### src/rtl/imm_gen_pipe_pkg.sv
// Shared opcode constants and format codes for the RV immediate generator.
package rv_imm_pkg;

    localparam logic [6:0] OPC_LOAD    = 7'b0000011;
    localparam logic [6:0] OPC_OPIMM   = 7'b0010011;
    localparam logic [6:0] OPC_OPIMM32 = 7'b0011011;
    localparam logic [6:0] OPC_STORE   = 7'b0100011;
    localparam logic [6:0] OPC_BRANCH  = 7'b1100011;
    localparam logic [6:0] OPC_JALR    = 7'b1100111;
    localparam logic [6:0] OPC_JAL     = 7'b1101111;
    localparam logic [6:0] OPC_LUI     = 7'b0110111;
    localparam logic [6:0] OPC_AUIPC   = 7'b0010111;
    localparam logic [6:0] OPC_OP      = 7'b0110011;
    localparam logic [6:0] OPC_OP32    = 7'b0111011;
    localparam logic [6:0] OPC_SYSTEM  = 7'b1110011;

    typedef enum logic [2:0] {
        FMT_R   = 3'd0,
        FMT_I   = 3'd1,
        FMT_S   = 3'd2,
        FMT_B   = 3'd3,
        FMT_U   = 3'd4,
        FMT_J   = 3'd5,
        FMT_ILL = 3'd7
    } fmt_e;

endpackage

### src/rtl/imm_gen_pipe_decode.sv
// Combinational instruction -> immediate/format decoder, sign-extended to XLEN.
module imm_decode_comb
    import rv_imm_pkg::*;
#(
    parameter int XLEN = 64
) (
    input  logic [31:0]     instr,
    output logic [XLEN-1:0] imm,
    output fmt_e            fmt,
    output logic            illegal
);

    logic [31:0] imm32;

    always_comb begin
        imm32 = '0;
        fmt   = FMT_ILL;
        case (instr[6:0])
            OPC_LOAD, OPC_OPIMM, OPC_JALR, OPC_SYSTEM: begin
                fmt   = FMT_I;
                imm32 = {{20{instr[31]}}, instr[31:20]};
            end
            OPC_OPIMM32: begin
                if (XLEN == 64) begin
                    fmt   = FMT_I;
                    imm32 = {{20{instr[31]}}, instr[31:20]};
                end
            end
            OPC_STORE: begin
                fmt   = FMT_S;
                imm32 = {{20{instr[31]}}, instr[31:25], instr[11:7]};
            end
            OPC_BRANCH: begin
                fmt   = FMT_B;
                imm32 = {{19{instr[31]}}, instr[31], instr[7], instr[30:25], instr[11:8], 1'b0};
            end
            OPC_LUI, OPC_AUIPC: begin
                fmt   = FMT_U;
                imm32 = {instr[31:12], 12'b0};
            end
            OPC_JAL: begin
                fmt   = FMT_J;
                imm32 = {{11{instr[31]}}, instr[31], instr[19:12], instr[20], instr[30:21], 1'b0};
            end
            OPC_OP:   fmt = FMT_R;
            OPC_OP32: if (XLEN == 64) fmt = FMT_R;
            default: ;
        endcase
        illegal = (fmt == FMT_ILL);
        // Illegal and R leave imm32 at zero, so the upper fill is zero too.
        imm       = {XLEN{imm32[31]}};
        imm[31:0] = imm32;
    end

endmodule

### src/rtl/imm_gen_pipe.sv
// Registered immediate generator: decoder, output register, optional skid, flush.
module imm_gen_pipe
    import rv_imm_pkg::*;
#(
    parameter int XLEN = 64,
    parameter bit SKID = 1'b1
) (
    input  logic            clk,
    input  logic            reset_n,
    input  logic            flush,
    input  logic            in_valid,
    output logic            in_ready,
    input  logic [31:0]     in_instr,
    output logic            out_valid,
    input  logic            out_ready,
    output logic [XLEN-1:0] out_imm,
    output logic [2:0]      out_fmt,
    output logic            out_illegal,
    output logic [31:0]     out_instr
);

    typedef struct packed {
        logic [XLEN-1:0] imm;
        fmt_e            fmt;
        logic            illegal;
        logic [31:0]     instr;
    } ent_t;

    logic [XLEN-1:0] dec_imm;
    fmt_e            dec_fmt;
    logic            dec_ill;
    ent_t            dec, out_q, skid_q;
    logic            out_v, skid_v, xfer;

    imm_decode_comb #(.XLEN(XLEN)) u_dec (
        .instr   (in_instr),
        .imm     (dec_imm),
        .fmt     (dec_fmt),
        .illegal (dec_ill)
    );

    assign dec = '{imm: dec_imm, fmt: dec_fmt, illegal: dec_ill, instr: in_instr};

    generate
        if (SKID) begin : g_skid
            assign in_ready = !skid_v;
        end else begin : g_noskid
            assign in_ready = !out_v || out_ready;
        end
    endgenerate

    assign xfer = in_valid && in_ready;

    always_ff @(posedge clk) begin
        if (!reset_n) begin
            out_v  <= 1'b0;
            skid_v <= 1'b0;
            out_q  <= '0;
            skid_q <= '0;
        end else if (flush) begin
            out_v  <= 1'b0;
            skid_v <= 1'b0;
        end else if (!out_v || out_ready) begin
            // Output slot frees up: skid has priority (in_ready is low while it is full).
            if (skid_v) begin
                out_q  <= skid_q;
                out_v  <= 1'b1;
                skid_v <= 1'b0;
            end else if (xfer) begin
                out_q <= dec;
                out_v <= 1'b1;
            end else begin
                out_v <= 1'b0;
            end
        end else if (xfer && SKID) begin
            skid_q <= dec;
            skid_v <= 1'b1;
        end
    end

    assign out_valid   = out_v;
    assign out_imm     = out_q.imm;
    assign out_fmt     = out_q.fmt;
    assign out_illegal = out_q.illegal;
    assign out_instr   = out_q.instr;

endmodule

### config.mk
export PLATFORM = sky130hd
export DESIGN_NAME = imm_gen_pipe
export DESIGN_NICKNAME = d
export VERILOG_FILES = /design/src/rtl/imm_gen_pipe_pkg.sv /design/src/rtl/imm_gen_pipe_decode.sv /design/src/rtl/imm_gen_pipe.sv
export SDC_FILE = /design/constraint.sdc
export NUM_CORES = 1
export LEC_CHECK = 0
export ABC_CLOCK_PERIOD_IN_PS = 1900
export CAP_MARGIN = 20
export CELL_PAD_IN_SITES_DETAIL_PLACEMENT = 0
export CELL_PAD_IN_SITES_GLOBAL_PLACEMENT = 2
export CORE_ASPECT_RATIO = 0.5
export CORE_UTILIZATION = 27
export DETAILED_ROUTE_END_ITERATION = 10
export GPL_ROUTABILITY_DRIVEN = 0
export MAX_ROUTING_LAYER = met4
export PLACE_DENSITY = 0.83
export SLEW_MARGIN = 20
export SYNTH_ARGS = -nofsm -noshare
export SYNTH_HDL_FRONTEND = slang
export SYNTH_SLANG_ARGS = --single-unit
### constraint.sdc
create_clock -name clk -period 1.9 [get_ports clk]
set_input_delay 0.57 -clock clk [delete_from_list [all_inputs] [get_ports clk]]
set_output_delay 0.57 -clock clk [all_outputs]
set_load 0.02 [all_outputs]
# Word-level counts from Yosys, hierarchy flattened
# Cells that the tools add are included.
# op_classes
n_mux	6
bitwise_logic	3
eq_ne	13
n_reduce_logical	12
# op_table
op	count
100-bit 2-to-1 mux	2
32-bit one-hot mux with 5 select lines	1
7-bit by 6-bit equality test with 1-bit output (second input constant)	4
7-bit equality test (second input constant)	4
7-bit by 5-bit equality test with 1-bit output (second input constant)	3
3-bit one-hot mux with 6 select lines	1
7-bit by 2-bit equality test with 1-bit output (second input constant)	1
3-bit AND reduction	2
2-bit OR reduction	3
5-bit OR reduction	1
3-bit equality test (second input constant)	1
1-bit NOT	3
3-bit OR reduction	1
1-bit logical NOT	2
1-bit 2-to-1 mux	2
2-bit nonzero test	1
1-bit logical AND	1
1-bit logical OR	1
# word_totals
reg_bits	170
elab_cells	44
inputBits	37
out_inout_bits	102

# Depth between registers and ports, before layout
# Gate-level depths: netlist of the first run.
# depth
ltp_word	6
ltp_mapped	8
mapped_depth_nobuf	5

# Modules after synthesis
# A second synthesis of the first run with hierarchy kept.
# unflattened
cells_unflattened	1018
hier_area_um2	9714.3
# modules_own_cells
module	seq_area_each_um2	instances	cells_each	area_per_inst_um2
imm_gen_pipe	4043.9	1	900	8864.8
imm_decode_comb	0.0	1	118	849.6

# Worst setup path before layout of the first run
# Ideal clock, no wire load.
# synth_timing
path_type	input to register
from	input in_instr[6]
to	register out_q, in the netlist out_imm[21]
t_arrival_ns	1.945
path_stages	8
t_required_ns	1.833
path_slack_ns	-0.112
n_path_buf	3
setup_ns	0.067
path_cell_list	buf_6 > or4b_1 > buf_2 > a21o_1 > a41oi_2 > buf_6 > a21oi_2 > o21ai_2
# synth_between
elab_chain_cells	5
word_cells_on_any_way	15
classes_between	10 x eq/ne; 3 x mux; 2 x reduce/logical
# synth_rtl
item	line	text
from (decl)	imm_gen_pipe.sv:13	input logic [31:0] in_instr,
7-bit by 2-bit equality test with 1-bit output, or another cell as far along	imm_gen_pipe_decode.sv:18	case (instr[6:0])
5-bit OR reduction (no line) / 2-bit OR reduction (equally long branches)	--	
32-bit one-hot mux with 5 select lines (*)	imm_gen_pipe_decode.sv:18	
100-bit 2-to-1 mux (*)	imm_gen_pipe.sv:69	end else if (xfer) begin
100-bit 2-to-1 mux (*)	imm_gen_pipe.sv:65	if (skid_v) begin
to (signal assigned)	imm_gen_pipe.sv:66	out_q <= skid_q;
to (decl)	imm_gen_pipe.sv:32	ent_t dec, out_q, skid_q;
# Every way passes the cells marked *; elsewhere a longest branch is shown, timed or not. The select of a mux whose other input is x is not followed.
# A chain may end at the register's enable or synchronous reset.

# Worst setup path in the final report of the first run
# layout_timing
from	input in_instr[2]
to	register out_q, in the netlist out_imm[27]
# The elaborated chain is that of the path after synthesis.

==> metrics, run 1 <==
outcome finished, final reports clean; P_leak 3.886 nW; skew final 7.073 ps; Post-synth EDFFs 0; Worst-Margin Slew 476.0 ps; largest net degree at the start of global routing 67; Tcrit/Tclk final 98.15%; hold-fix buffers at CTS 0; Initial Util 27.60%; post-DP HPWL 14000 um; Layout Utilization 40.53%; worst-skew pair later-pin latency 420 ps; die width 218.1 um; 1st-iter DRT viols 379; IO Count 139; flops & latches, synth 138; vias in the first global route 5574; # fillers 2280; Slowest cell on crit path or4b_4; M2 GR Usage 27.85%; Yosys Warn Count 0; Post-synth top flop dfxtp_1; Worst Setup Start Kind input pin; Fin. Hold Viols 0; multi-input combinational cell area 0.003224 mm^2; Tmin final 1865 ps; final setup fails 0; Sink Count 138; wirelength, routed 20270 um; via count 5866; initial antenna violation count 1; Max FO, Critical Path 5; CTS tree done; Slew Viols, Final 0; Sequential Area 0.002765 mm^2; Post-Syn Instances 737; grt ovf 0; global-route total usage across every layer 17.65%; DRC 0; Async SR Flop Fraction 0%; synthesized area 0.006302 mm^2; root buf cell clkbuf_16; synthesized area per cell 8.551 um^2; row count 39; post-layout net count 930; TritonCTS Buffers 17; DRT Pass-1 Iters 5; relative slew slack 68.16%; Hold WC Path Type flop to flop; met3 usage 4.170%; leading area contributor after synthesis dfxtp_1; P per Cell Area 810.8 mW/mm^2; area grow syn2layout 46.87%; Clock Pin Slew Worst Setup and Hold Paths 60 ps; Peak supply drop 538.1 uV; register area share after synthesis 43.84%; H-tree depth 4; Area contributors post-synth dfxtp_1 44%, nand2_1 8.6%, o211a_1 5.2%, mux2i_1 4.8%, o21ai_0 4.8%; Max stage delay on crit path 540 ps; clk buf depth 2; Critical Path RT 2250 ps; Max Freq 0.5362 GHz; count of different cell masters after synthesis 51; setup TNS 0 ps; first-pass GRT wire length 31710 um; Die Area 0.02399 mm^2; Synth top area share 43.84%; Worst setup EP type flop; crit path kind input pin to flop; global route hottest layer met2; Final ANT Viol Nets 0; Max Cap Viol 0; port bufs 138; CP Data Arrival Time 2220 ps; Core Footprint 0.02284 mm^2; Commonest cells post-synth 144 x nand2_1, 138 x dfxtp_1, 60 x o21ai_0; Synthesized Nets 774; Crit path max-delay family compound AO/OA/AOI/OAI gates; number of vias per cell 4.840; grt met1 use 22.59%; count leader, synth nand2_1; Die Span Y 110.0 um; CP bufs+invs 2; Cell Chain, Critical Path clkdlybuf4s15_1 -> or4b_4 -> a21o_1 -> a41oi_4 -> buf_6 -> a21oi_4 -> o21ai_2; routed len/inst 16.72 um; share of cells above drive strength 1 23.12%
## worst min-delay path: stages (launching register included)
cell     delay [ps]
dfxtp_1         310
nand2_1          50
o21ai_1          50
## cell families after synthesis
family | count (synthesis) | synth area share (%)
flip-flops | 138 | 43.84
AND/OR/NAND/NOR | 222 | 15.39
multiplexers | 30 | 4.765
buffers and inverters | 98 | 8.100
AO/OA/AOI/OAI | 249 | 27.91
## power breakdown
group          switching (mW)  total (mW)  internal, mW
Clock                    1.29        3.58          2.29
Sequential             0.0483        3.03          2.99
Combinational           0.497       0.896         0.399
## worst paths after layout
check	from	end	slack (ps)	cells past startpoint
min	out_imm[20]	out_imm[20]	450	2
max	in_instr[2]	out_imm[27]	40	7
min reg2reg	out_imm[20]	out_imm[20]	450	2
max reg2reg	skid_v	out_imm[27]	180	6
## layout make-up
type                            count  area share (%)
Clock buffer                       20           5.042
Inverter                            3          0.1217
Clock inverter                     10           1.784
Sequential cell                   138           29.87
Timing Repair Buffer              232           24.17
Tap cell                          307           4.150
Antenna cell                        1         0.02703
Multi-Input combinational cell    501           34.83
## registers in the layout, summed over array words and instances, names as in the netlist
name and flops:
out_valid 1, out_fmt 3, out_imm 32, skid_v 1
skid_q 68, out_illegal 1, out_instr 32
## layer usage
layer,wire length (um),part of all wire [%]
met1,9383,46
met2,9622,47
met3,997,4.9
met4,263,1.3
met5,0,0
## repair_timing
item | 4_1_cts | 5_1_grt
endpoints found under the setup margin | 167 | 48
resized for setup | 192 | 34
setup buffers | 5 | 2
pin swaps | 11 | 9
cloned | 1 | 0
## per-stage QoR
stage | power [mW] | hold slack [ps] | cells | cell area [um^2] | worst slack (ps)
2_1_floorplan | 3.506 | 435.9 | 737 | 6310 | -111.8
3_3_place_gp | 4.000 | 439.7 | 1173 | 8411 | -691.0
3_5_place_dp | 4.009 | 446.0 | 1173 | 8411 | -731.1
4_1_cts | 7.551 | 451.4 | 1209 | 9123 | 2.486
5_1_grt | 7.795 | 467.9 | 1212 | 9256 | -0.001998
6_report | 7.505 | 448.1 | 1212 | 9256 | 35.08
## cell usage in the layout (no fill, tap or decap), types with 3 or more instances in the layout
cell type	n
nand2_1	142
dfxtp_1	136
buf_4	74
dlygate4sd2_1	71
o21ai_0	59
a21boi_0	34
o211a_1	33
a21oi_1	33
clkdlybuf4s15_2	33
mux2i_1	30
clkdlybuf4s50_1	27
nor2_1	22
clkbuf_16	17
o211ai_1	14
buf_12	14
a221oi_1	13
o21ai_2	11
a21oi_2	9
or3_1	9
nor2b_1	7
nand3_1	7
nand2b_1	6
a22oi_1	6
buf_6	6
o21ai_1	5
a31oi_1	4
a21o_1	4
bufinv_16	4
inv_1	3
nor3_2	3
nor3_1	3
clkinvlp_4	3
clkbuf_8	3
Power figures use the tool's default switching activity.
==> run 2, diff against run 1 <==
- CTS_CLUSTER_SIZE: default -> 24
==> results of run 2 <==
No change in the layout: final DEF, timing and power equal those of run 1.
==> run 3, diff against run 2 <==
- CELL_PAD_IN_SITES_DETAIL_PLACEMENT: 0 -> default
- CELL_PAD_IN_SITES_GLOBAL_PLACEMENT: 2 -> default
- CORE_MARGIN: default -> 3
- CORE_UTILIZATION: 27 -> 40
- PLACE_DENSITY: 0.83 -> 0.75
==> run 3 against run 2 <==
Net effect:
- power is 6.5% lower
- via count is 2.9% higher
- wire length is 9.6% lower
- clock skew is 3.5 ps higher
- first-iteration DRC count is 52% higher
- setup slack better by 7.9 ps
- final cell count is 9.0% lower
- critical path depth stayed put
- maximum frequency is 0.43% higher
- sequential share of layout area is 1.5 points higher
- register-to-register slack better by 20 ps
- flip-flop and latch count stayed put
==> metrics, run 3 (synthesis gave the netlist of run 1 again) <==
post-DP HPWL 12400 um; CP bufs+invs 2; Worst Setup Start Kind input pin; initial antenna violation count 1; global-route total usage across every layer 21.54%; Max FO, Critical Path 5; vias in the first global route 5782; P per Cell Area 795.4 mW/mm^2; port bufs 138; number of vias per cell 5.474; area grow syn2layout 39.94%; via count 6038; DP Worst Slack -736.0 ps; clk buf depth 2; first-pass GRT wire length 29490 um; CTS tree done; IO Count 139; worst-skew pair later-pin latency 410 ps; routed len/inst 16.61 um; DRC 0; die width 183.5 um; outcome finished, final reports clean; Hold WC Path Type flop to flop; largest net degree at the start of global routing 45; Die Area 0.01739 mm^2; Tmin final 1857 ps; Biggest register skid_q; Core Footprint 0.01493 mm^2; Inst Count DP 1062; RSZ-0062 raised after global routing yes; CP Data Arrival Time 2200 ps; Clock Pin Slew Worst Setup and Hold Paths 60 ps; skew final 10.58 ps; Tcrit/Tclk final 97.74%; Critical Path RT 2250 ps; Final ANT Viol Nets 0; Max stage delay on crit path 560 ps; Slowest cell on crit path or4b_4; post-layout net count 928; Initial Util 42.20%; Max Freq 0.5385 GHz; Sink Count 138; grt ovf 0; Worst setup EP type flop; fin cells 1103; 1st-iter DRT viols 576; crit path kind input pin to flop; Die Span Y 94.76 um; relative slew slack 70.49%; wirelength, routed 18320 um; root buf cell clkbuf_16; most frequent cells in the layout 142 x nand2_1, 137 x dfxtp_1, 93 x dlygate4sd2_1; number of flip-flops under the largest register name 68; final setup fails 0; setup ws final 43.01 ps; Crit path max-delay family compound AO/OA/AOI/OAI gates; row count 31; Max Cap Viol 0; Cell Chain, Critical Path clkbuf_2 -> or4b_4 -> a21o_1 -> a41oi_4 -> clkbuf_16 -> a21oi_1 -> o21ai_2; Slew Viols, Final 0; Peak supply drop 608.1 uV; share of cells above drive strength 1 19.47%; Fin. Hold Viols 0; DRT Pass-1 Iters 5; TritonCTS Buffers 17; Worst-Margin Slew 441.3 ps; most common cell after layout, fill and taps aside nand2_1; P_leak 3.961 nW; H-tree depth 4
## run 3: layout make-up
class                           instances  area [um^2]
Antenna cell                            1        2.502
Clock buffer                           22        494.2
Clock inverter                         10        67.56
Fill cell                            1268         6113
Inverter                                3        11.26
Multi-Input combinational cell        501         3176
Sequential cell                       138         2764
Tap cell                              198        247.7
Timing Repair Buffer                  230         2057
## run 3: worst paths after layout
path               start     endpoint  slack, ps  cells past startpoint
min reg2reg   out_imm[2]   out_imm[2]        440                      2
max reg2reg       skid_v  out_imm[24]        200                      6
max          in_instr[2]  out_imm[24]         40                      7
min           out_imm[2]   out_imm[2]        440                      2
## run 3: per-layer routing
| layer | up-vias | part of all wire [%] | GRT usage [%] |
|---|---|---|---|
| li1 | 2901 | - | - |
| met1 | 2912 | 46 | 28.20 |
| met2 | 205 | 48 | 33.92 |
| met3 | 20 | 5.2 | 4.579 |
| met4 | 0 | 1.0 | 6.206 |
| met5 | - | 0 | - |
## run 3: what timing repair did
item	CTS	global route
setup endpoints to repair	159	82
pin swaps	8	9
gates resized for setup	122	45
hold buffers	0	0
cloned	0	1
buffers inserted	6	1
## run 3: power breakdown
group / total, mW / internal, mW / switching [mW]
clock network: 3.12 / 1.84 / 1.28
logic: 0.865 / 0.385 / 0.480
registers: 3.03 / 2.99 / 0.0473
## run 3: per-stage QoR
step | instance area (um^2) | hold WS, ps | total power, mW | setup TNS [ps] | util, %
2_1_floorplan | 6310 | 435.9 | 3.506 | -1835 | -
3_3_place_gp | 8184 | 440.3 | 3.963 | -47790 | 54.81
3_5_place_dp | 8184 | 440.4 | 3.974 | -51200 | 54.81
4_1_cts | 8738 | 446.4 | 7.023 | 0 | 58.52
5_1_grt | 8820 | 460.4 | 7.261 | -600.4 | 59.06
6_report | 8820 | 441.0 | 7.015 | 0 | 59.06
## run 3: worst register-to-register path, stage by stage, from the launching register on
cell and delay [ps]:
dfxtp_2 400, buf_6 380, nor2_1 150, a41oi_4 320
clkbuf_16 220, a21oi_1 50, o21ai_2 120
